<file path="config.mk">
export PLATFORM = sky130hd
export DESIGN_NAME = x_top_mem_link
export DESIGN_NICKNAME = d
export VERILOG_FILES = /design/src/rtl/x_top_mem_pkg.sv /design/src/rtl/x_top_uart_rx.sv /design/src/rtl/x_top_uart_tx.sv /design/src/rtl/x_top_mem_link.sv
export SDC_FILE = /design/constraint.sdc
export NUM_CORES = 1
export LEC_CHECK = 0
export CORE_ASPECT_RATIO = 1.2
export CORE_UTILIZATION = 40
export CTS_BUF_LIST = sky130_fd_sc_hd__clkbuf_4 sky130_fd_sc_hd__clkbuf_8
export CTS_CLUSTER_DIAMETER = 150
export CTS_CLUSTER_SIZE = 16
export DETAILED_ROUTE_END_ITERATION = 6
export GPL_ROUTABILITY_DRIVEN = 0
export SLEW_MARGIN = 20
export SYNTH_ARGS = -nofsm -noshare
export SYNTH_HDL_FRONTEND = slang
export SYNTH_SLANG_ARGS = --single-unit
</file>
<file path="constraint.sdc">
create_clock -name i_clk -period 2.45 [get_ports i_clk]
set_input_delay 0.735 -clock i_clk [delete_from_list [all_inputs] [get_ports i_clk]]
set_output_delay 0.735 -clock i_clk [all_outputs]
set_load 0.02 [all_outputs]
</file>
<file path="src/rtl/x_top_mem_pkg.sv">
// ---------------------------------------------------------------------------
// x_top_mem_pkg
// Shared definitions for the UART memory link: controller state encoding,
// command byte layout, the write-acknowledge code and a command-byte builder.
// ---------------------------------------------------------------------------
package x_top_mem_pkg;

    typedef enum logic [2:0] {
        ST_IDLE    = 3'd0,
        ST_TX_CMD  = 3'd1,
        ST_TX_ADDR = 3'd2,
        ST_TX_DATA = 3'd3,
        ST_RX_DATA = 3'd4,
        ST_RX_ACK  = 3'd5,
        ST_DONE    = 3'd6
    } state_t;

    // Command byte layout: bit7 = read/not-write, bits3:0 = byte enables
    localparam int CMD_RNW_BIT = 7;
    localparam int CMD_BE_LSB  = 0;
    localparam int CMD_BE_W    = 4;

    // Reply byte that marks a successful write
    localparam logic [7:0] ACK_OK = 8'hA5;

    function automatic logic [7:0] make_cmd(input logic rnw, input logic [3:0] be);
        logic [7:0] cmd;
        cmd = 8'h00;
        cmd[CMD_RNW_BIT] = rnw;
        cmd[CMD_BE_LSB +: CMD_BE_W] = be;
        return cmd;
    endfunction

endpackage

</file>
<file path="src/rtl/x_top_uart_rx.sv">
// ---------------------------------------------------------------------------
// x_top_uart_rx
// 8N1 UART receiver; emits a one-cycle valid pulse per correctly framed byte.
// Ports:
//   i_clk, i_nrst     clock, asynchronous active-low reset
//   i_rx              serial line (asynchronous, synchronised internally)
//   o_valid, o_data   received byte strobe and value
// ---------------------------------------------------------------------------
module x_top_uart_rx #(
    parameter int p_clk_hz = 1000000,
    parameter int p_baud   = 9600
) (
    input  logic       i_clk,
    input  logic       i_nrst,
    input  logic       i_rx,
    output logic       o_valid,
    output logic [7:0] o_data
);

    localparam int DIV  = p_clk_hz / p_baud;
    localparam int HALF = DIV / 2;
    localparam int CW   = $clog2(DIV + 1);

    logic          sync1_r;
    logic          rx_s_r;
    logic          active_r;
    logic [3:0]    bit_cnt_r;
    logic [CW-1:0] cnt_r;
    logic [7:0]    shift_r;
    logic          valid_r;
    logic [7:0]    data_r;

    // Two-flop synchroniser for the asynchronous line
    always_ff @(posedge i_clk or negedge i_nrst) begin
        if (!i_nrst) begin
            sync1_r <= 1'b1;
            rx_s_r  <= 1'b1;
        end else begin
            sync1_r <= i_rx;
            rx_s_r  <= sync1_r;
        end
    end

    // Start detect, mid-bit sampling and stop-bit check
    always_ff @(posedge i_clk or negedge i_nrst) begin
        if (!i_nrst) begin
            active_r  <= 1'b0;
            bit_cnt_r <= 4'd0;
            cnt_r     <= {CW{1'b0}};
            shift_r   <= 8'h00;
            valid_r   <= 1'b0;
            data_r    <= 8'h00;
        end else begin
            valid_r <= 1'b0;
            if (!active_r) begin
                if (!rx_s_r) begin
                    // Half a bit to reach the middle of the start bit
                    active_r  <= 1'b1;
                    cnt_r     <= CW'(HALF);
                    bit_cnt_r <= 4'd0;
                end else begin
                    active_r <= 1'b0;
                end
            end else if (cnt_r == {CW{1'b0}}) begin
                cnt_r <= CW'(DIV - 1);
                if (bit_cnt_r == 4'd0) begin
                    // A start bit that is high again was a glitch
                    if (rx_s_r) begin
                        active_r <= 1'b0;
                    end else begin
                        bit_cnt_r <= 4'd1;
                    end
                end else if (bit_cnt_r == 4'd9) begin
                    active_r <= 1'b0;
                    if (rx_s_r) begin
                        valid_r <= 1'b1;
                        data_r  <= shift_r;
                    end else begin
                        valid_r <= 1'b0;
                    end
                end else begin
                    shift_r   <= {rx_s_r, shift_r[7:1]};
                    bit_cnt_r <= bit_cnt_r + 4'd1;
                end
            end else begin
                cnt_r <= cnt_r - CW'(1);
            end
        end
    end

    assign o_valid = valid_r;
    assign o_data  = data_r;

endmodule

</file>
<file path="src/rtl/x_top_uart_tx.sv">
// ---------------------------------------------------------------------------
// x_top_uart_tx
// 8N1 UART transmitter with a valid/ready byte interface.
// Ports:
//   i_clk, i_nrst     clock, asynchronous active-low reset
//   i_valid, i_data   byte offered for transmission
//   o_ready           high while idle; a byte is taken when valid & ready
//   o_tx              serial line, idles high
// ---------------------------------------------------------------------------
module x_top_uart_tx #(
    parameter int p_clk_hz = 1000000,
    parameter int p_baud   = 9600
) (
    input  logic       i_clk,
    input  logic       i_nrst,
    input  logic       i_valid,
    input  logic [7:0] i_data,
    output logic       o_ready,
    output logic       o_tx
);

    localparam int DIV = p_clk_hz / p_baud;
    localparam int CW  = $clog2(DIV + 1);

    logic          busy_r;
    logic [8:0]    shift_r;
    logic [3:0]    bit_cnt_r;
    logic [CW-1:0] baud_cnt_r;
    logic          tx_r;

    // Frame sequencer: start bit driven on accept, then 8 data bits, then stop
    always_ff @(posedge i_clk or negedge i_nrst) begin
        if (!i_nrst) begin
            busy_r     <= 1'b0;
            shift_r    <= 9'h1FF;
            bit_cnt_r  <= 4'd0;
            baud_cnt_r <= {CW{1'b0}};
            tx_r       <= 1'b1;
        end else if (!busy_r) begin
            if (i_valid) begin
                busy_r     <= 1'b1;
                shift_r    <= {1'b1, i_data};
                bit_cnt_r  <= 4'd0;
                baud_cnt_r <= {CW{1'b0}};
                tx_r       <= 1'b0;
            end else begin
                tx_r <= 1'b1;
            end
        end else if (baud_cnt_r == CW'(DIV - 1)) begin
            baud_cnt_r <= {CW{1'b0}};
            if (bit_cnt_r == 4'd9) begin
                busy_r <= 1'b0;
                tx_r   <= 1'b1;
            end else begin
                // The top bit of shift_r is the stop bit, shifted out last
                tx_r      <= shift_r[0];
                shift_r   <= {1'b1, shift_r[8:1]};
                bit_cnt_r <= bit_cnt_r + 4'd1;
            end
        end else begin
            baud_cnt_r <= baud_cnt_r + CW'(1);
        end
    end

    assign o_ready = ~busy_r;
    assign o_tx    = tx_r;

endmodule

</file>
<file path="src/rtl/x_top_mem_link.sv">
// ---------------------------------------------------------------------------
// x_top_mem_link
// Bridges a simple read/write request port onto a UART byte protocol.
// A request sends a command byte, the address bytes and (for writes) the data
// bytes, then waits for read data or a one-byte write acknowledge.
// Ports:
//   i_clk, i_nrst            clock, asynchronous active-low reset
//   i_valid, i_rnw           request strobe and direction (1 = read)
//   i_addr, i_data, i_be     request address, write data, byte enables
//   o_accept                 one-cycle completion pulse
//   o_data, o_err            read data and error flag, valid with o_accept
//   i_rx, o_tx               UART lines
// ---------------------------------------------------------------------------
module x_top_mem_link #(
    parameter int p_clk_hz     = 1000000,
    parameter int p_baud       = 9600,
    parameter int p_addr_bytes = 4,
    parameter int p_data_bytes = 4,
    parameter int p_timeout    = 100000
) (
    input  logic                      i_clk,
    input  logic                      i_nrst,
    input  logic                      i_rnw,
    input  logic                      i_valid,
    output logic                      o_accept,
    input  logic [8*p_addr_bytes-1:0] i_addr,
    input  logic [8*p_data_bytes-1:0] i_data,
    input  logic [p_data_bytes-1:0]   i_be,
    output logic [8*p_data_bytes-1:0] o_data,
    output logic                      o_err,
    input  logic                      i_rx,
    output logic                      o_tx
);

    import x_top_mem_pkg::*;

    localparam int AB = p_addr_bytes;
    localparam int DB = p_data_bytes;
    localparam int TW = $clog2(p_timeout + 1);

    state_t          state_r;
    state_t          next_state_s;
    logic [2:0]      idx_r;
    logic [TW-1:0]   tmo_r;
    logic [8*DB-1:0] rx_buf_r;
    logic            accept_r;
    logic            err_r;
    logic [8*DB-1:0] data_r;

    logic            tx_valid_s;
    logic            tx_ready_s;
    logic [7:0]      tx_byte_s;
    logic            rx_valid_s;
    logic [7:0]      rx_data_s;
    logic [8*AB-1:0] addr_sh_s;
    logic [8*DB-1:0] data_sh_s;
    logic [8*DB+7:0] rd_cat_s;
    logic [8*DB-1:0] rd_next_s;
    logic            tmo_hit_s;
    logic            last_addr_s;
    logic            last_data_s;
    logic [8*DB-1:0] done_data_s;
    logic            done_err_s;

    x_top_uart_tx #(
        .p_clk_hz (p_clk_hz),
        .p_baud   (p_baud)
    ) u_tx (
        .i_clk   (i_clk),
        .i_nrst  (i_nrst),
        .i_valid (tx_valid_s),
        .i_data  (tx_byte_s),
        .o_ready (tx_ready_s),
        .o_tx    (o_tx)
    );

    x_top_uart_rx #(
        .p_clk_hz (p_clk_hz),
        .p_baud   (p_baud)
    ) u_rx (
        .i_clk   (i_clk),
        .i_nrst  (i_nrst),
        .i_rx    (i_rx),
        .o_valid (rx_valid_s),
        .o_data  (rx_data_s)
    );

    assign tmo_hit_s   = (tmo_r == TW'(p_timeout - 1));
    assign last_addr_s = (idx_r == 3'(AB - 1));
    assign last_data_s = (idx_r == 3'(DB - 1));
    // Bytes arrive LSB first, so each new byte enters at the top and the
    // buffer shifts down; after DB bytes byte 0 sits in the low lane.
    assign rd_cat_s    = {rx_data_s, rx_buf_r};
    assign rd_next_s   = rd_cat_s[8*DB+7:8];

    // State register
    always_ff @(posedge i_clk or negedge i_nrst) begin
        if (!i_nrst) begin
            state_r <= ST_IDLE;
        end else begin
            state_r <= next_state_s;
        end
    end

    // Next-state logic and selection of the byte offered to the transmitter
    always_comb begin
        next_state_s = state_r;
        tx_valid_s   = 1'b0;
        tx_byte_s    = 8'h00;
        addr_sh_s    = i_addr >> {idx_r, 3'b000};
        data_sh_s    = i_data >> {idx_r, 3'b000};
        case (state_r)
            ST_IDLE: begin
                if (i_valid) begin
                    next_state_s = ST_TX_CMD;
                end else begin
                    next_state_s = ST_IDLE;
                end
            end
            ST_TX_CMD: begin
                tx_valid_s = 1'b1;
                tx_byte_s  = make_cmd(i_rnw, 4'(i_be));
                if (tx_ready_s) begin
                    next_state_s = ST_TX_ADDR;
                end else begin
                    next_state_s = ST_TX_CMD;
                end
            end
            ST_TX_ADDR: begin
                tx_valid_s = 1'b1;
                tx_byte_s  = addr_sh_s[7:0];
                if (tx_ready_s && last_addr_s) begin
                    next_state_s = i_rnw ? ST_RX_DATA : ST_TX_DATA;
                end else begin
                    next_state_s = ST_TX_ADDR;
                end
            end
            ST_TX_DATA: begin
                tx_valid_s = 1'b1;
                tx_byte_s  = data_sh_s[7:0];
                if (tx_ready_s && last_data_s) begin
                    next_state_s = ST_RX_ACK;
                end else begin
                    next_state_s = ST_TX_DATA;
                end
            end
            ST_RX_DATA: begin
                // A byte arriving on the expiry cycle still counts
                if (rx_valid_s) begin
                    next_state_s = last_data_s ? ST_DONE : ST_RX_DATA;
                end else if (tmo_hit_s) begin
                    next_state_s = ST_DONE;
                end else begin
                    next_state_s = ST_RX_DATA;
                end
            end
            ST_RX_ACK: begin
                if (rx_valid_s || tmo_hit_s) begin
                    next_state_s = ST_DONE;
                end else begin
                    next_state_s = ST_RX_ACK;
                end
            end
            ST_DONE: begin
                next_state_s = ST_IDLE;
            end
            default: begin
                next_state_s = ST_IDLE;
            end
        endcase
    end

    // Result captured on the transition into DONE (timeout unless a byte ended it)
    always_comb begin
        done_data_s = {(8*DB){1'b0}};
        done_err_s  = 1'b1;
        case (state_r)
            ST_RX_DATA: begin
                if (rx_valid_s) begin
                    done_data_s = rd_next_s;
                    done_err_s  = 1'b0;
                end else begin
                    done_err_s  = 1'b1;
                end
            end
            ST_RX_ACK: begin
                if (rx_valid_s) begin
                    done_err_s = (rx_data_s != ACK_OK);
                end else begin
                    done_err_s = 1'b1;
                end
            end
            default: begin
                done_err_s = 1'b1;
            end
        endcase
    end

    // Byte index, reply timeout counter and read-data collection
    always_ff @(posedge i_clk or negedge i_nrst) begin
        if (!i_nrst) begin
            idx_r    <= 3'd0;
            tmo_r    <= {TW{1'b0}};
            rx_buf_r <= {(8*DB){1'b0}};
        end else begin
            if (next_state_s != state_r) begin
                idx_r <= 3'd0;
            end else if ((tx_valid_s && tx_ready_s) ||
                         (state_r == ST_RX_DATA && rx_valid_s)) begin
                idx_r <= idx_r + 3'd1;
            end else begin
                idx_r <= idx_r;
            end

            // Counts only while waiting and nothing arrived; any other case clears
            if ((state_r == ST_RX_DATA || state_r == ST_RX_ACK) &&
                next_state_s == state_r && !rx_valid_s) begin
                tmo_r <= tmo_r + TW'(1);
            end else begin
                tmo_r <= {TW{1'b0}};
            end

            if (state_r == ST_RX_DATA && rx_valid_s) begin
                rx_buf_r <= rd_next_s;
            end else if (next_state_s == ST_RX_DATA && state_r != ST_RX_DATA) begin
                rx_buf_r <= {(8*DB){1'b0}};
            end else begin
                rx_buf_r <= rx_buf_r;
            end
        end
    end

    // Completion pulse and result registers held until the next completion
    always_ff @(posedge i_clk or negedge i_nrst) begin
        if (!i_nrst) begin
            accept_r <= 1'b0;
            err_r    <= 1'b0;
            data_r   <= {(8*DB){1'b0}};
        end else begin
            accept_r <= (next_state_s == ST_DONE);
            if (next_state_s == ST_DONE && state_r != ST_DONE) begin
                data_r <= done_data_s;
                err_r  <= done_err_s;
            end else begin
                data_r <= data_r;
                err_r  <= err_r;
            end
        end
    end

    assign o_accept = accept_r;
    assign o_err    = err_r;
    assign o_data   = data_r;

endmodule

</file>
**Yosys cells after proc, flatten, opt, wreduce, memory -nomap -nowiden**

Cells that the tools add are included.
W data, S select, Z words.

- Add/subtract/negate cells: 6
- Multiplexer cells: 60
- Shifts and indexed selects: 2
- Bitwise operators: 3
- Equality and inequality tests: 23
- Reduce and logical (&&, ||, !) cells: 22

Operators by type and width:

| cell | number |
|---|---|
| $mux W32 | 4 |
| $shr A32 B6 Y8 | 2 |
| $mux W7 | 6 |
| $mux W4 | 10 |
| $mux W9 | 4 |
| $pmux W8 S3 | 1 |
| $mux W1 | 22 |
| $pmux W3 S6 | 1 |
| $add A17 B1 Y17 const B | 1 |
| $eq A17 B17 Y1 const B | 1 |
| $mux W17 | 1 |
| $mux W3 | 5 |
| $eq A3 B3 Y1 const B | 4 |
| $mux W2 | 5 |
| $ne A2 B2 Y1 const B | 5 |
| $eq A3 B2 Y1 const B | 3 |
| $ne A3 B3 Y1 const B | 3 |
| $add A4 B1 Y4 const B | 2 |
| $eq A4 B4 Y1 const B | 2 |
| $ne A8 B8 Y1 const B | 1 |
| $reduce_and A4 Y1 | 2 |
| $add A7 B1 Y7 const B | 1 |
| $eq A7 B7 Y1 const B | 1 |
| $logic_and A1 B1 Y1 | 7 |
| other kinds (16) | 22 |

- Register bits after elaboration: 142

**Logic depth before layout (Yosys ltp)**

Gate-level depths: netlist of run 1.

- Depth in word-level cells: 8
- Mapped depth: 8

**Hierarchy**

A second synthesis of run 1 with hierarchy kept.

- Cell total of the unflattened synthesis: 529
- Area total of the unflattened synthesis: 6448.7 µm²

By module, submodules not included:

| module | area an instance (µm²) | cells each | sequential area each (µm²) | instances |
|---|---|---|---|---|
| x_top_mem_link | 3886.2 | 305 | 2026.9 | 1 |
| x_top_uart_rx | 1471.4 | 120 | 778.2 | 1 |
| x_top_uart_tx | 1091.0 | 104 | 536.8 | 1 |

**Worst setup path after synthesis of run 1**

No wires, ideal clock.

- Path kind: reg2reg
- Start point: reg u_rx.cnt_r[0]
- End point: reg u_rx.shift_r[0]
- Data required time: 2.325 ns
- Stages on the path, launching flop included: 8
- Setup slack: 0.312 ns
- Arrival: 2.013 ns
- Path through: dfrtp_1 > inv_1 > ha_1 > or3b_4 > or3_1 > buf_2 > nor2_4 > mux2_2

- Cells in the longest elaborated chain, start to end: 2

RTL lines:

| what | RTL line | RTL |
|---|---|---|
| start, declared | x_top_uart_rx.sv:28 | `logic [CW-1:0] cnt_r;` |
| start signal, assigned | x_top_uart_rx.sv:49 | `cnt_r <= {CW{1'b0}};` |
| start signal, assigned | x_top_uart_rx.sv:59 | `cnt_r <= CW'(HALF);` |
| start signal, assigned | x_top_uart_rx.sv:65 | `cnt_r <= CW'(DIV - 1);` |
| $logic_not A7 Y1 | x_top_uart_rx.sv:64 | `end else if (cnt_r == {CW{1'b0}}) begin` |
| $reduce_and A4 Y1 (no line) | -- |  |
| end signal, assigned | x_top_uart_rx.sv:82 | `shift_r <= {rx_s_r, shift_r[7:1]};` |
| end, declared | x_top_uart_rx.sv:29 | `logic [7:0] shift_r;` |

Every way passes these cells.
A chain may end at the register's enable or synchronous reset.

**Final worst setup path of run 1**

- Start point: reg u_tx.tx_r (netlist: u_tx.o_tx)
- End point: out o_tx

RTL lines:

| what | RTL line | RTL |
|---|---|---|
| start, declared | x_top_uart_tx.sv:29 | `logic tx_r;` |
| start signal, assigned | x_top_uart_tx.sv:56 | `tx_r <= shift_r[0];` |
| end, declared | x_top_mem_link.sv:32 | `output logic o_tx` |

No word-level cell between the ends.

==> results.sh, run 1 <==
export IMPL_status="complete, no violations"
export IMPL_cp_required_ns=1.71
export IMPL_finalHoldViolCount=0
export IMPL_syn_avg_cell_area_um2=11.6
export IMPL_cp_max_fo=2
export IMPL_synth_edf_count=0
export IMPL_leakagePower_uw=0.00346
export IMPL_synthFlopType="dfrtp_1"
export IMPL_yosysWarningCount=0
export IMPL_synth_top_area_share_pct=49.3
export IMPL_antennaDiodeCount=0
export IMPL_rows=49
export IMPL_drive_gt1_share_pct=15.8
export IMPL_hpwl_um=10400
export IMPL_grt_pass1_vias=4704
export IMPL_start_kind="flip-flop"
export IMPL_multi_input_area_um2=2670
export IMPL_finalCritPeriodShare_pct=94.4
export IMPL_crit_chain="clkdlybuf4s50_1"
export IMPL_ant_nets=0
export IMPL_relSlewSlack_pct=61.0
export IMPL_period_needed_ns=2.31
export IMPL_cts_setup_buffers=0
export IMPL_root_buffer="clkbuf_8"
export IMPL_via_per_inst=5.43
export IMPL_layout_setup_ws_ns=0.138
export IMPL_p_per_area_nw_per_um2=621
export IMPL_register_area_um2=3340
export IMPL_clockBufferDepth=2
export IMPL_syn_area_um2=6190
export IMPL_critPathKind="flip-flop to primary output"
export IMPL_post_place_ws_ns=0.192
export IMPL_cp_arrival_ns=1.58
export IMPL_r2r_start="u_rx.cnt_r[0]"
export IMPL_ys_seq_area_share_pct=54.0
export IMPL_grt_setup_unrepaired="false"
export IMPL_n_fill_cell=1381
export IMPL_cp_end_kind="primary output"
export IMPL_wirelength_um=14500
export IMPL_path_buf_inv=1
export IMPL_cts_sinks=133
export IMPL_r2r_end="u_rx.shift_r[4]"
export IMPL_ctsHtreeMaxLevel=4
export IMPL_tightest_slew_ns=0.586
export IMPL_grt_util_all_layers_pct=18.9
export IMPL_worstHoldPathType="input port to async pin"
export IMPL_grt_max_degree=42
export IMPL_layout_common_cells="dfrtp_1 (122), clkdlybuf4s50_1 (106), a22o_1 (58)"
export IMPL_cpPeakStageDelay_ns=0.60
export IMPL_critPathSlowestCell="clkdlybuf4s50_1"
export IMPL_firstDrtPassIters=4
export IMPL_cts_buffers=17
export IMPL_setup_violations=0
export IMPL_path_clk_slew_ns=0.08
export IMPL_ir_drop_mv=0.366
export IMPL_drt_iter0_drc=219
export IMPL_die_w_um=116
export IMPL_grt_ovfl_total=0
export IMPL_start_util_pct=41.1
export IMPL_dr_total_vias=4712
export IMPL_dieArea_um2=16000
export IMPL_final_common_cell="dfrtp_1"
export IMPL_cts_hold_buffers=0
export IMPL_wl_per_cell_um=16.7
export IMPL_drv_cap=0
export IMPL_synth_cell_type_count=54
export IMPL_whs_ns=0.267
export IMPL_grt_pass1_wl_um=23600
export IMPL_finalNetCount=734
export IMPL_syn_num_nets=619
export IMPL_antenna_found_initial=0
export IMPL_ioPinCount=108
export IMPL_finalSetupTns_ns=0
export IMPL_drv_slew=0
export IMPL_cts_resized=0
export IMPL_cts_tree="done"
export IMPL_worstRegToRegCells=6
export IMPL_core_area_um2=15100
export IMPL_synth_top_area_cell="dfrtp_1"
export IMPL_synth_cells=536
export IMPL_remaining_drc_errors=0
export IMPL_ff2ff_setup_slack_ns=0.20
export IMPL_crit_family="buffers and inverters"
export IMPL_die_h_um=138
export IMPL_synthTopCellsByArea="dfrtp_1 (49%), a22o_1 (8.2%), mux4_2 (5.8%), dfstp_2 (4.7%), mux2_2 (3.1%)"
export IMPL_postSynth_asyncResetShare_pct=100
export IMPL_clkLatencyLatePin_ns=0.44
export IMPL_fin_worst_skew_ns=0.0152
export IMPL_power_uw=4940
export IMPL_area_delta_synth_final_pct=28.6
export IMPL_io_buffer_count=107
export IMPL_fmax_ghz=0.433
export IMPL_synth_seq_cells=133
-- area by class of cell --
cell class | instances | share of cell area (%)
clock buffers | 18 | 3.03
clock inverters | 14 | 1.78
inverters | 19 | 0.895
multi-input cells | 354 | 33.5
flip-flops and latches | 133 | 42.0
well taps | 204 | 3.20
repair buffers | 126 | 15.7
-- cell usage after synthesis, types with 3 or more instances --
cell / count
dfrtp_1: 122
a22o_1: 58
nor2_1: 48
a21oi_1: 26
clkbuf_1: 23
nand2_1: 23
inv_1: 19
o21ai_0: 19
nand3_1: 18
mux2_2: 17
mux4_2: 16
xnor2_1: 13
dfstp_2: 11
ha_1: 10
xor2_1: 10
a31oi_1: 8
nor3_1: 8
and3_1: 6
nand4_1: 6
o22ai_1: 6
buf_2: 5
nor2b_1: 5
o21a_1: 5
and2_1: 4
or3_1: 4
a221oi_1: 3
a22oi_1: 3
and4_1: 3
or2_2: 3
or4_1: 3
-- how the worst max path moves through the flow --
stage | cells past startpoint | start | slack (ns) | end
finish | 1 | u_tx.o_tx | 0.14 | o_tx
global route | 6 | u_rx.cnt_r[0] | 0.05 | u_rx.shift_r[3]
CTS | 1 | u_tx.o_tx | 0.09 | o_tx
detailed placement | 6 | u_rx.cnt_r[0] | 0.19 | u_rx.shift_r[3]
global placement | 6 | u_rx.cnt_r[0] | 0.23 | u_rx.shift_r[0]
floorplan | 7 | u_rx.cnt_r[0] | 0.31 | u_rx.shift_r[0]
-- metrics by stage --
step	area (um2)	cells	utilization [%]
final	7970	868	52.8
after global routing	7970	868	52.8
after CTS	7970	868	52.8
after detailed placement	7580	836	50.3
after global placement	7580	836	50.3
after floorplan	6190	536	-
-- state kept, by name (all words and copies together) (netlist names), 3 cells and up --
register and cells:
u_tx.shift_r 8, u_tx.baud_cnt_r 7, u_tx.bit_cnt_r 4, u_rx.o_data 8, u_rx.shift_r 8, u_rx.cnt_r 7, idx_r 3, rx_buf_r 24
o_data 32, tmo_r 17, u_rx.bit_cnt_r 4, state_r 3
-- kinds of logic (layout without fill, tap and decap cells) --
logic type,Yosys count,count (layout),synth area share [%]
simple gates,146,146,12.2
compound gates,141,141,16.4
flops,133,133,54.0
buf+inv,49,177,3.07
mux,34,34,9.07
xor+xnor,23,23,3.25
fa+ha+maj,10,10,2.02
-- routing by layer --
layer	vias to the layer above	GRT usage (%)	routed length (um)
li1	2214	-	-
met1	2326	24.1	6320
met2	152	30.6	6940
met3	20	5.22	964
met4	0	6.56	236
met5	-	0	0
-- where the power goes --
part           switching (uW)  leakage, uW  internal [uW]
sequential                144      0.00178           2380
combinational             287      0.00150            368
clock                     918     0.000184            844
total                    1350      0.00346           3590
Note: power is estimated with default switching activity, not from simulation.
==> run 2: changes to the inputs <==
- GPL_TIMING_DRIVEN: default -> 0
==> run 2 against run 1 <==
Via count increased by 0.98%; first-iteration DRC count shrank 21%; register-to-register slack got worse by 0.07 ns; final area increased by 0.31%; clock-buffer cell count unchanged; critical path depth up 6; total power up 2.4%; worst hold slack got worse by 0.089 ns; cell count up 1.4%; global-route usage increased by 0.51 points; largest cell class unchanged; highest routed layer unchanged.
==> results.sh, run 2 (synthesized netlist as in run 1, its figures left out) <==
export IMPL_status="complete, no violations"
export IMPL_grt_ovfl_total=0
export IMPL_critPathKind="flip-flop to flip-flop"
export IMPL_wl_per_cell_um=16.9
export IMPL_fin_cells=880
export IMPL_finalNetCount=746
export IMPL_p_per_area_nw_per_um2=634
export IMPL_setup_violations=0
export IMPL_cp_arrival_ns=2.64
export IMPL_clkLatencyLatePin_ns=0.44
export IMPL_fmax_ghz=0.431
export IMPL_whs_ns=0.178
export IMPL_dr_total_vias=4758
export IMPL_die_h_um=138
export IMPL_cts_buffers=17
export IMPL_area_delta_synth_final_pct=29.0
export IMPL_start_kind="flip-flop"
export IMPL_swShare_pct=27.0
export IMPL_ioPinCount=108
export IMPL_dpl_cell_count=848
export IMPL_ir_drop_mv=0.297
export IMPL_antennaDiodeCount=0
export IMPL_relSlewSlack_pct=56.8
export IMPL_core_area_um2=15100
export IMPL_path_clk_slew_ns=0.08
export IMPL_grt_pass1_wl_um=24000
export IMPL_cp_end_kind="flip-flop"
export IMPL_finalHoldViolCount=0
export IMPL_start_util_pct=41.1
export IMPL_drv_cap=0
export IMPL_rows=49
export IMPL_wirelength_um=14900
export IMPL_hpwl_um=10800
export IMPL_final_common_cell="dfrtp_1"
export IMPL_period_needed_ns=2.32
export IMPL_tightest_slew_ns=0.642
export IMPL_cp_required_ns=2.77
export IMPL_io_buffer_count=107
export IMPL_finalCritPeriodShare_pct=94.6
export IMPL_p_comb_share_pct=13.7
export IMPL_largest_register_ffs=32
export IMPL_root_buffer="clkbuf_8"
export IMPL_firstDrtPassIters=4
export IMPL_grt_pass1_vias=4913
export IMPL_fin_worst_skew_ns=0.0108
export IMPL_antenna_found_initial=0
export IMPL_grt_max_degree=86
export IMPL_clockPowerShare_pct=37.0
export IMPL_ant_nets=0
export IMPL_cts_tree="done"
export IMPL_layout_common_cells="dfrtp_1 (122), clkdlybuf4s50_1 (106), a22o_1 (58)"
export IMPL_remaining_drc_errors=0
export IMPL_switchingPower_uw=1370
export IMPL_cts_sinks=133
export IMPL_leakagePower_uw=0.00346
export IMPL_dieArea_um2=16000
export IMPL_grt_util_all_layers_pct=19.4
export IMPL_n_fill_cell=1429
export IMPL_clockBufferDepth=2
export IMPL_cts_hold_buffers=0
export IMPL_seq_power_share_pct=49.3
export IMPL_drv_slew=0
export IMPL_worstHoldPathType="input port to async pin"
export IMPL_cp_max_fo=8
export IMPL_intPower_uw=3700
export IMPL_grt_setup_unrepaired="false"
export IMPL_via_per_inst=5.41
export IMPL_die_w_um=116
export IMPL_ctsHtreeMaxLevel=4
export IMPL_drive_gt1_share_pct=14.5
export IMPL_drt_iter0_drc=174
==> run 2: final timing paths <==
check | from | to | slack [ns] | cells after the start
worst min register to register | u_rx.sync1_r | u_rx.rx_s_r | 0.36 | 0
worst max register to register | u_rx.cnt_r[0] | u_rx.shift_r[5] | 0.13 | 7
worst max-delay path | u_rx.cnt_r[0] | u_rx.shift_r[5] | 0.13 | 7
worst min-delay path | i_nrst | u_tx.baud_cnt_r[3] | 0.18 | 1
min in group i_clk | u_rx.sync1_r | u_rx.rx_s_r | 0.36 | 0
max in group asynchronous | i_nrst | u_rx.rx_s_r | 1.50 | 2
==> run 2: power groups by stage <==
stage | Clock [uW] | Sequential, uW | Combinational (uW)
floorplan | 0 | 2510 | 414
global placement | 0 | 2520 | 664
detailed placement | 0 | 2530 | 693
CTS | 1930 | 2490 | 699
global route | 2040 | 2510 | 766
finish | 1880 | 2500 | 692
==> run 2: routing by layer <==
layer	global-route usage (%)	share of wire [%]
met1	23.5	42
met2	32.6	49
met3	5.13	7.0
met4	7.59	1.6
met5	0	0
==> run 2: area by class of cell <==
type	instances	area [um2]	share of cell area, %
Sequential cell	133	3340	41.8
Multi-Input combinational cell	354	2690	33.6
Timing Repair Buffer	109	1110	13.9
Tap cell	204	255	3.19
Clock buffer	18	241	3.02
Clock inverter	14	165	2.07
Buffer	29	119	1.49
Inverter	19	71.3	0.893
==> run 2: worst max-delay path: stages, from the launching register on <==
cell	delay (ns)
dfrtp_1	0.41
inv_1	0.07
ha_1	0.18
or3b_4	0.42
or3_1	0.37
buf_2	0.17
nor2_4	0.22
mux2_2	0.37
==> run 2: repair_timing <==
| action | 4_1_cts | 5_1_grt |
|---|---|---|
| endpoints found under the setup margin | 8 | 52 |
| gates resized for setup | 0 | 9 |
| buffers inserted | 1 | 0 |
| pin swaps | 1 | 1 |
==> run 2: through the flow <==
step | util [%] | total power (uW) | area [um2] | worst slack, ns | TNS, ns
after CTS | 52.8 | 5120 | 7970 | 0.0746 | 0
after global routing | 53.0 | 5320 | 7990 | 0.00664 | 0
after global placement | 49.9 | 3190 | 7520 | -4.50 | -578.76
after floorplan | - | 2920 | 6190 | 0.312 | 0
after detailed placement | 50.1 | 3220 | 7550 | -0.0382 | -0.244
final | 53.0 | 5060 | 7990 | 0.132 | 0
